[config.mk]
export PLATFORM = sky130hd
export DESIGN_NAME = jam_cost_table
export DESIGN_NICKNAME = d
export VERILOG_FILES = /design/src/rtl/jam_cost_table.sv
export SDC_FILE = /design/constraint.sdc
export NUM_CORES = 1
export LEC_CHECK = 0
export BUFFER_PORTS_ARGS = -buffer_cell sky130_fd_sc_hd__buf_2
export CORE_ASPECT_RATIO = 0.5
export CORE_UTILIZATION = 50
export CTS_CLUSTER_DIAMETER = 120
export DETAILED_ROUTE_END_ITERATION = 10
export GPL_TIMING_DRIVEN = 0
export PLACE_DENSITY_LB_ADDON = 0.25
export SKIP_CTS_REPAIR_TIMING = 1
export SLEW_MARGIN = 20
export SYNTH_ARGS = -nofsm -noshare
export SYNTH_HDL_FRONTEND = slang
export SYNTH_SLANG_ARGS = --single-unit
[constraint.sdc]
create_clock -name CLK -period 6.3 [get_ports CLK]
set_input_delay 0.63 -clock CLK [delete_from_list [all_inputs] [get_ports CLK]]
set_output_delay 0.63 -clock CLK [all_outputs]
set_load 0.05 [all_outputs]
[src/rtl/jam_cost_table.sv]
// Cost-matrix feeder for the JAM assignment engine: streams in an 8x8 cost table,
// holds JAM in reset until the table is complete, then serves W/J lookups.
module jam_cost_table #(
    parameter int DW         = 7,
    parameter int ARM_CYCLES = 2
) (
    input  logic          CLK,
    input  logic          RST_n,
    input  logic          in_valid,
    output logic          in_ready,
    input  logic [DW-1:0] in_data,
    input  logic          in_last,
    input  logic [2:0]    W,
    input  logic [2:0]    J,
    output logic [DW-1:0] Cost,
    output logic          jam_rst,
    input  logic          jam_valid,
    output logic          loaded,
    output logic          load_err
);

    typedef enum logic [1:0] {
        LOAD  = 2'd0,
        ARM   = 2'd1,
        SERVE = 2'd2
    } state_t;

    localparam logic [3:0] ARM_LAST = 4'(ARM_CYCLES - 1);

    state_t          state, state_nxt;
    logic [5:0]      wcnt, wcnt_nxt;
    logic [3:0]      arm_cnt, arm_nxt;
    logic            err_nxt;
    logic            wr_en;
    logic            accept;
    logic            last_word;
    logic            frame_err;
    logic [DW-1:0]   mem [64];

    assign accept    = in_valid & in_ready;
    assign last_word = (wcnt == 6'd63);
    // in_last must coincide exactly with slot 63; either mismatch restarts the frame
    assign frame_err = in_last ^ last_word;

    always_comb begin
        state_nxt = state;
        wcnt_nxt  = wcnt;
        arm_nxt   = arm_cnt;
        err_nxt   = load_err;
        wr_en     = 1'b0;
        case (state)
            LOAD: begin
                if (accept) begin
                    if (frame_err) begin
                        wcnt_nxt = 6'd0;
                        err_nxt  = 1'b1;
                    end else begin
                        wr_en = 1'b1;
                        if (wcnt == 6'd0)
                            err_nxt = 1'b0;
                        if (last_word) begin
                            wcnt_nxt  = 6'd0;
                            state_nxt = ARM;
                        end else begin
                            wcnt_nxt = wcnt + 6'd1;
                        end
                    end
                end
            end
            ARM: begin
                if (arm_cnt == ARM_LAST) begin
                    arm_nxt   = 4'd0;
                    state_nxt = SERVE;
                end else begin
                    arm_nxt = arm_cnt + 4'd1;
                end
            end
            SERVE: begin
                if (jam_valid)
                    state_nxt = LOAD;
            end
            default: state_nxt = LOAD;
        endcase
    end

    // Handshake/reset outputs decode the next state so they are glitch-free flops
    always_ff @(posedge CLK or negedge RST_n) begin
        if (!RST_n) begin
            state    <= LOAD;
            wcnt     <= 6'd0;
            arm_cnt  <= 4'd0;
            load_err <= 1'b0;
            in_ready <= 1'b1;
            jam_rst  <= 1'b1;
            loaded   <= 1'b0;
        end else begin
            state    <= state_nxt;
            wcnt     <= wcnt_nxt;
            arm_cnt  <= arm_nxt;
            load_err <= err_nxt;
            in_ready <= (state_nxt == LOAD);
            jam_rst  <= (state_nxt != SERVE);
            loaded   <= (state_nxt == SERVE);
        end
    end

    always_ff @(posedge CLK) begin
        if (wr_en)
            mem[wcnt] <= in_data;
    end

    // JAM's init sweep reads the table while still in reset, so ARM serves too
    assign Cost = (state == ARM || state == SERVE) ? mem[{W, J}] : '0;

endmodule

==> impl_results.md, run 1 <==
- HP Class: primary input to async pin
- Synthesized flop and latch total: 464
- Syn avg cell area: between 20 and 25 um^2
- Layout cells sized above 1: 0.276
- Max-slew violations: 0
- Status: finished with violations
- Synth unique cells: 51
- CTS tree: built
- Worst Path Arrival: 3450 ps
- Global placement routability congestion: 0.984
- Minimum clock period: ~4100 ps
- Post-synth EDFFs: around 450
- Max H-tree Level: 2
- FF-to-FF Start: wcnt[1]$_DFFE_PN0P_
- Failing checks: hold timing
- Worst-Margin Slew: roughly 1100 ps
- Die ar.: 37,900 um^2
- Placeable Area: 36,200 um^2
- Final WL: 45,300 um
- RSZ-0062 raised after global routing: no
- Max Cap Viol: 0
- Largest net degree at the start of global routing: 65
- Sink Count: 464
- Setup Skew: approximately 13 ps
- Vias in the first global route: 9,618
- Detailed placer's ending HPWL: 29,300 um
- Max Fclk: around 240 MHz
- Drt drc: 0
- CP Launch Type: primary input
- Critical Path Sink Type: primary output
- WP data required: 5670 ps
- Initial antenna violation count: 2
- CTS Root Cell: clkbuf_16
- Critical path class: primary input to primary output
- P per Cell Area: about 300 nW/um^2
- Setup violators final: 0
- CTS buffer count: 41
- Vias per cell: 6.46
- Setup slack, reg-to-reg: 2780 ps
- Top cells by count, synth: edfxtp_1 (448), mux4_2 (100), nor3_1 (68), clkbuf_1 (28), mux2i_1 (26)
- Buffers on Ports: 25
- Top-area cell type share of the netlist area: 0.726
- ANT nets after route: 0
- WL per Instance: 30.1 um
- Reg2reg end: mem[30][6]$_DFFE_PP_
- Max Root-Sink Buffers: 3
- Biggest area consumer among synthesized cells: edfxtp_1
- Clock Pin Slew Worst Setup and Hold Paths: 60 ps
- Slew margin rel.: 0.257
- WHS: -4.59 ps
- Area Growth Syn to Fin: 12.7%
- Number of cell rows: 49
- IO Pins: 29
- Hold Fails Final Rpt: 7
- Vias: 9,739
- Ys async rst share: 0.0345
- Primary FF master, synth: edfxtp_1
- Top-count cell post-synth: edfxtp_1
- Clock latency on the worst-skew pair: 550 ps
- Gate Count Post-Synth: just over 900
- Crit path to: Cost[2]
- Tcrit/Tclk final: 0.648
- Leakage power: between 0.006 and 0.007 uW
- Die Ht: roughly 140 um
- Post-synthesis sequential area ratio: 0.748
- Congestion Overflow GR: 0
- Synth area leaders: edfxtp_1 (73%), mux4_2 (12%), dfrtp_1 (1.9%)
- Drt initial violations: 1,328
- Antenna Cells: 0
- FF-to-FF path depth: 6
- Synth Net Count: 948
- First-pass GRT wire length: between 60,000 and 70,000 um
- TritonRoute pass-1 iters: 7
- Crit Path Max Fanout: 10
- CP startpoint: J[2]
- GR Util All Layers: 0.246
- Synth warn: 0
- Worst IR Drop VDD: between 0.15 and 0.2 mV
- Final nets: 1,019
- Post-synthesis instance area: around 19,000 um^2
- Initial core utilization: 0.512
- Fin Setup TNS: 0 ps
- Die X: about 270 um
## logic make-up (layout without fill, tap and decap cells)
logic type,Yosys count,in the layout,share of synthesized area
AO/OA/AOI/OAI,80,80,0.0309
XOR/XNOR,3,3,0.00142
adder cells (fa/ha/maj),6,6,0.00405
buffers and inverters,68,168,0.0193
flip-flops,464,464,0.748
multiplexers,138,138,0.149
AND/OR/NAND/NOR,165,165,0.0466
## worst max-delay path: stages
cell,delay (ps)
buf_2,190
buf_2,340
clkbuf_1,800
mux4_2,440
mux2i_1,440
nand2_1,110
a32o_1,270
buf_2,220
## registers in the layout, summed over array words and instances (netlist names)
register,cells
mem,448
in_ready,1
jam_rst,1
state,2
loaded,1
wcnt,6
load_err,1
arm_cnt,4
## area by class of cell
class                   count  area, um^2
fillers                  2634       15300
flip-flops and latches    464       13900
multi-input cells         392        4610
clock buffers              45        1040
well taps                 484         606
plain buffers              60         328
clock inverters            27         228
repair buffers             28         183
inverters                   8        30.0
## where the power goes
group	total, uW	internal, uW	switching [uW]
clock network	2450	1360	1090
registers	3400	3400	6.31
logic	375	115	260
total	6220	4870	1360
## layout by cell type (no fill, tap or decap), types with 8 or more instances in the layout
master,synthesis,layout
clkinv_1,0,16
mux4_2,100,100
dfrtp_1,14,14
clkbuf_1,28,32
mux4_1,8,8
o21ai_0,16,16
o221ai_1,8,8
o22ai_1,12,12
buf_6,8,8
nor3_2,0,60
nor2_1,16,16
buf_4,7,15
clkbuf_16,0,41
edfxtp_1,448,448
nor2b_1,8,8
mux2i_1,26,26
inv_1,8,8
nor3_1,68,8
buf_2,13,32
nand2_1,23,23
nand3_1,8,8
## metal layers
| layer | part of all wire | global-route usage |
|---|---|---|
| met5 | 0 | 0 |
| met4 | 0.025 | 0.0646 |
| met2 | 0.45 | 0.360 |
| met1 | 0.41 | 0.367 |
| met3 | 0.11 | 0.0669 |
## through the flow
stage	setup slack, ps	power (uW)	instance area (um^2)	instances	utilization
after floorplan	3410	3660	18500	924	-
after global placement	2370	3810	19200	1433	0.532
after detailed placement	2380	3830	19400	1435	0.538
after CTS	2340	6230	20700	1507	0.573
after global routing	2230	6370	20900	1508	0.577
final	2220	6220	20900	1508	0.577
## how the worst min path moves through the flow
stage | from | end | slack, ps
2_1_floorplan | RST_n | arm_cnt[0]$_DFFE_PN0P_ | 330
3_3_place_gp | arm_cnt[3]$_DFFE_PN0P_ | arm_cnt[3]$_DFFE_PN0P_ | 480
3_5_place_dp | load_err$_DFFE_PN0P_ | load_err$_DFFE_PN0P_ | 510
4_1_cts | RST_n | arm_cnt[0]$_DFFE_PN0P_ | -8
5_1_grt | RST_n | arm_cnt[0]$_DFFE_PN0P_ | 10
6_report | RST_n | arm_cnt[0]$_DFFE_PN0P_ | -5
(Power assumes the default switching activity.)
==> inputs of run 2 (changes only) <==
--- a/config.mk
+++ b/config.mk
@@ -5,6 +5,7 @@
 export SDC_FILE = /design/constraint.sdc
 export NUM_CORES = 1
 export LEC_CHECK = 0
+export ABC_AREA = 1
 export BUFFER_PORTS_ARGS = -buffer_cell sky130_fd_sc_hd__buf_2
 export CORE_ASPECT_RATIO = 0.5
 export CORE_UTILIZATION = 50
==> constraint.sdc (replaced) <==
create_clock -name CLK -period 3.3 [get_ports CLK]
set_input_delay 0.33 -clock CLK [delete_from_list [all_inputs] [get_ports CLK]]
set_output_delay 0.33 -clock CLK [all_outputs]
set_load 0.05 [all_outputs]
==> impl_results.md, run 2 <==
- Critical path class: register to register
- Power Internal: 9360 uW
- Critical Path Sink Type: register
- Clock latency on the worst-skew pair: 550 ps
- Congestion Overflow GR: 0
- FF-to-FF Start: wcnt[0]$_DFFE_PN0P_
- Fillers: about 3,000
- WHS: -8.52 ps
- GR Util All Layers: 0.293
- Post-synth EDFFs: 448
- Hold Fails Final Rpt: 1
- Global placement routability congestion: 0.975
- Top cells by count, synth: nand2_1 (583), edfxtp_1 (448), nand3_1 (387), nor2_1 (70), clkbuf_1 (36)
- Vias per cell: 5.89
- HP Class: primary input to register
- Flop pwr share: 0.530
- Drt drc: 0
- Non-filler cells, final: 2,304
- CTS tree: built
- P per Cell Area: 577 nW/um^2
- Buffers on Ports: 25
- Vias: ~14,000
- Gate Count Post-Synth: 1,681
- CP Launch Type: register
- Antenna Cells: 0
- Commonest non-fill, non-tap cells in the layout: nand2_1 (583), edfxtp_1 (448), nand3_1 (387)
- Setup Skew: 15.8 ps
- Synth warn: 0
- Die Ht: 141 um
- Initial antenna violation count: 0
- Crit Path Max Fanout: 8
- Layout cells sized above 1: 0.0824
- Post-synthesis sequential area ratio: 0.722
- Die X: 279 um
- Largest Register: mem
- Largest net degree at the start of global routing: 65
- Primary FF master, synth: edfxtp_1
- Synth Net Count: 1,705
- Leakage power: 0.00767 uW
- Worst Path Arrival: 3430 ps
- Tcrit/Tclk final: 0.983
- Synth unique cells: 30
- Initial core utilization: 0.510
- Cells after DPL: 2,226
- Crit path to: mem[45][5]$_DFFE_PP_
- Comb pwr share: 0.078
- Worst IR Drop VDD: 0.291 mV
- Ys async rst share: 0.0345
- Failing checks: hold timing
- Max reg flops: 448
- Placeable Area: 37,600 um^2
- Top flop regs: mem x448, wcnt x6, arm_cnt x4
- Detailed placer's ending HPWL: 37,300 um
- Synthesized flop and latch total: 464
- Max-slew violations: 0
- Drt initial violations: between 1,500 and 2,000
- Commonest non-fill, non-tap cell in the layout: nand2_1
- Syn avg cell area: around 11 um^2
- Status: finished with violations
- Hold_sp: in_last
- Top-count cell post-synth: nand2_1
- FF-to-FF path depth: 8
- Hold Path Depth: 2
- Area Growth Syn to Fin: 11.3%
- WL per Instance: 24.9 um
- Final nets: between 1,500 and 2,000
- Sink Count: 464
- Max Fclk: 308 MHz
- Fin Setup TNS: 0 ps
- CTS Root Cell: clkbuf_16
- Sw frac: 0.240
- Minimum clock period: 3250 ps
- Max H-tree Level: 2
- First-pass GRT wire length: 81,500 um
- Clock Pin Slew Worst Setup and Hold Paths: about 60 ps
- Worst Setup Slack, final: 54.6 ps
- Number of cell rows: 50
- Reg2reg end: mem[45][5]$_DFFE_PP_
- Vias in the first global route: around 12,000
- Setup slack, reg-to-reg: roughly 55 ps
- Setup violators final: 0
- Slew margin rel.: 0.365
- Max Cap Viol: 0
- Post-synthesis instance area: 19,200 um^2
- Setup slack at placement: -126 ps
- Worst-Margin Slew: between 900 and 1000 ps
- RSZ-0062 raised after global routing: yes
- Seq. cell area: about 14,000 um^2
- Max Root-Sink Buffers: 3
- Final WL: 57,300 um
- WP data required: ~3500 ps
- Sw power: 2960 uW
- Biggest area consumer among synthesized cells: edfxtp_1
- Top-area cell type share of the netlist area: 0.701
- Multi-input gate area: 4820 um^2
- Die ar.: 39,200 um^2
- ANT nets after route: 0
- Synth area leaders: edfxtp_1 (70%), nand2_1 (11%), nand3_1 (10%)
- Clock power frac: 0.392
- IO Pins: 29
- CP startpoint: wcnt[0]$_DFFE_PN0P_
- TritonRoute pass-1 iters: 6
- CTS buffer count: 41
-- run 2: cell count changes after synthesis, sizes merged, moves of 10 or more --
cell / previous run / this run
nand2: 23 / 586
nand3: 8 / 391
mux4: 108 / 0
nor3: 68 / 0
nor2: 16 / 74
buf: 32 / 59
mux2i: 26 / 0
inv: 8 / 30
o22ai: 12 / 0
o21ai: 17 / 7
-- run 2: cell families after synthesis --
kind of cell | after synthesis | share of synthesized area
AO/OA/AOI/OAI | 23 | 0.00646
XOR/XNOR | 3 | 0.00137
adder cells (fa/ha/maj) | 6 | 0.00391
buffers and inverters | 127 | 0.0278
flip-flops | 464 | 0.722
AND/OR/NAND/NOR | 1058 | 0.238
-- run 2: power by group through the flow --
stage          sequential, uW  clock, uW  combinational, uW
5_1_grt                  6540       5030               1020
6_report                 6540       4830                960
4_1_cts                  6540       4820                926
2_1_floorplan            6690          0                472
3_3_place_gp             6660          0                909
3_5_place_dp             6660          0                922
-- run 2: cell type report --
cell class	count	area share
Buffer	95	0.0192
Clock buffer	58	0.0535
Clock inverter	16	0.00721
Inverter	32	0.00586
Multi-Input combinational cell	1090	0.226
Sequential cell	464	0.649
Tap cell	520	0.0305
Timing Repair Buffer	29	0.00879
-- run 2: routing by layer --
metal	up-vias	GRT usage	routed length [um]
met3	89	0.0932	8010
met5	-	0	0
met4	0	0.0547	1030
met2	815	0.403	23600
li1	6022	-	-
met1	6654	0.453	24700
-- run 2: through the flow --
step	utilization	power (uW)	cell area, um^2
2_1_floorplan	-	7160	19200
3_3_place_gp	0.531	7570	20000
3_5_place_dp	0.531	7590	20000
4_1_cts	0.566	12300	21300
5_1_grt	0.568	12600	21300
6_report	0.568	12300	21300
-- run 2: worst min-delay path by stage --
stage                                         to
final                        wcnt[4]$_DFFE_PN0P_
after global routing         wcnt[4]$_DFFE_PN0P_
after CTS                       loaded$_DFF_PN0_
after detailed placement      state[1]$_DFF_PN0_
after global placement        state[1]$_DFF_PN0_
after floorplan           arm_cnt[0]$_DFFE_PN0P_
-- run 2: critical path, stage by stage, from the launching register on --
cell and delay [ps]:
dfrtp_1 530, ha_1 300, nand2_1 110, nor2_2 60, nor2_1 190, nand2_1 170
nand2_4 150, nand4_1 510, nor2_1 840
==> inputs of run 3 (changes only) <==
--- a/config.mk
+++ b/config.mk
@@ -12,7 +12,7 @@
 export CTS_CLUSTER_DIAMETER = 120
 export DETAILED_ROUTE_END_ITERATION = 10
 export GPL_TIMING_DRIVEN = 0
-export PLACE_DENSITY_LB_ADDON = 0.25
+export PLACE_DENSITY = 0.68
 export SKIP_CTS_REPAIR_TIMING = 1
 export SLEW_MARGIN = 20
 export SYNTH_ARGS = -nofsm -noshare
==> impl_results.md, run 3 (synthesis gave the netlist of run 2 again) <==
- Status: complete, no violations
- CTS Root Cell: clkbuf_16
- Design area: 21,300 um^2
- Max-slew violations: 0
- Minimum clock period: 3240 ps
- Crit-path cells: buf_2, inv_1, clkbuf_1, buf_1, nand3_1, nand2_1, nand2_1, nand3_1, nand3_1, a21oi_1, buf_2
- CP dominant cell by count: nand3_1
- Crit path to: Cost[1]
- Clock power frac: 0.380
- Fillers: 3,066
- Slowest cell on crit path: buf_1
- CTS buffer count: 41
- Number of cell rows: 50
- Max reg flops: 448
- Max Cap Viol: 0
- Placeable Area: ~38,000 um^2
- Commonest non-fill, non-tap cell in the layout: nand2_1
- Cell family with the largest share of critical-path delay: buffers and inverters
- Flop pwr share: 0.541
- Max H-tree Level: 2
- Layout cells sized above 1: 0.0840
- Slew margin rel.: 0.367
- Worst Setup Slack, final: 57.5 ps
- Initial core utilization: 0.510
- Crit Path Max Fanout: 10
- Global placement routability congestion: 1.02
- WP buf/inv: 5
- Drt initial violations: 1,581
- Sw frac: 0.241
- Reg2reg end: mem[58][4]$_DFFE_PP_
- Worst Path Arrival: slightly below 3000 ps
- Largest Register: mem
- Critical Path Sink Type: primary output
- P per Cell Area: 567 nW/um^2
- CP startpoint: J[2]
- Clock latency on the worst-skew pair: 560 ps
- ANT nets after route: 0
- TritonRoute pass-1 iters: 8
- Die Ht: 141 um
- Largest net degree at the start of global routing: 65
- Area Growth Syn to Fin: 11.0%
- Vias: about 14,000
- Leakage power: 0.00766 uW
- Power Internal: 9170 uW
- Final WL: ~56,000 um
- Congestion Overflow GR: 0
- Vias per cell: 5.86
- Drt drc: 0
- CTS tree: built
- WL per Instance: ~24 um
- Buffers on Ports: 25
- Placement Cell Area: 20,000 um^2
- WP data required: roughly 3000 ps
- First-pass GRT wire length: 79,800 um
- CP Launch Type: primary input
- Levels on crit path: 11
- Detailed placer's ending HPWL: 36,500 um
- Die ar.: 39,200 um^2
- Top flop regs: mem x448, wcnt x6, arm_cnt x4
- Worst IR Drop VDD: approximately 0.35 mV
- Critical path class: primary input to primary output
- Max Root-Sink Buffers: 3
- GR Util All Layers: 0.287
- Hold Fails Final Rpt: 0
- Sink Count: approximately 460
- IO Pins: 29
- Comb pwr share: 0.079
- Initial antenna violation count: 0
- Commonest non-fill, non-tap cells in the layout: nand2_1 (583), edfxtp_1 (448), nand3_1 (387)
- RSZ-0062 raised after global routing: no
- HP Class: primary input to register
- Setup slack, reg-to-reg: between 150 and 200 ps
- Tcrit/Tclk final: 0.983
- FF-to-FF path depth: 10
- Max Fclk: 308 MHz
- Setup slack at placement: -87.7 ps
- FF-to-FF Start: wcnt[0]$_DFFE_PN0P_
- Setup Skew: between 15 and 20 ps
- Die X: roughly 280 um
- Final nets: 1,778
- Setup violators final: 0
- Vias in the first global route: 12,300
- Clock Pin Slew Worst Setup and Hold Paths: 60 ps
- Sw power: approximately 2900 uW
- Worst-Margin Slew: 947 ps
- Slowest stage delay, CP: 550 ps
==> run 3: tightest hold or removal path, cell delays in order <==
cell	delay, ps
buf_2	100
nand3_1	180
nand2_1	60
o21ai_0	70
==> run 3: power groups by stage <==
stage               sequential [uW]  combinational [uW]  clock [uW]
global placement               6660                 898           0
global route                   6540                1010        4830
CTS                            6540                 914        4590
floorplan                      6690                 472           0
detailed placement             6660                 911           0
finish                         6540                 953        4590
==> run 3: per-layer routing <==
layer | wire length, um | track usage | up-vias
li1 | - | - | 6024
met4 | 1240 | 0.0726 | 0
met2 | 23600 | 0.410 | 913
met5 | 0 | 0 | -
met3 | 8700 | 0.112 | 98
met1 | 22200 | 0.409 | 6479
==> run 3: worst min-delay path by stage <==
stage                   from                      to  slack, ps  cells after the start
global placement       RST_n        loaded$_DFF_PN0_        260                      1
floorplan              RST_n  arm_cnt[0]$_DFFE_PN0P_         30                      0
finish              in_valid     wcnt[0]$_DFFE_PN0P_        240                      4
detailed placement     RST_n        loaded$_DFF_PN0_        260                      1
global route           RST_n      state[1]$_DFF_PN0_        270                      2
CTS                    RST_n      state[1]$_DFF_PN0_       -310                      1
==> run 3: area by class of cell <==
type / instances / area (um^2) / area share
multi-input combinational: 1090 / 4820 / 0.226
tap: 520 / 651 / 0.0305
clock buffer: 52 / 1110 / 0.0521
timing repair buffer: 30 / 198 / 0.00928
buffer: 95 / 408 / 0.0191
antenna: 1 / 2.50 / 0.000117
clock inverter: 22 / 131 / 0.00617
inverter: 32 / 125 / 0.00587
sequential: 464 / 13900 / 0.650
==> run 3: metrics by stage <==
stage	setup TNS, ps	std cells	total power [uW]	hold WS (ps)	util
floorplan	0	1681	7160	34.4	-
global placement	-1160	2226	7560	261	0.531
detailed placement	-1790	2226	7570	263	0.531
CTS	-2400	2300	12000	-313	0.564
global route	0	2305	12400	271	0.566
finish	0	2306	12100	245	0.567
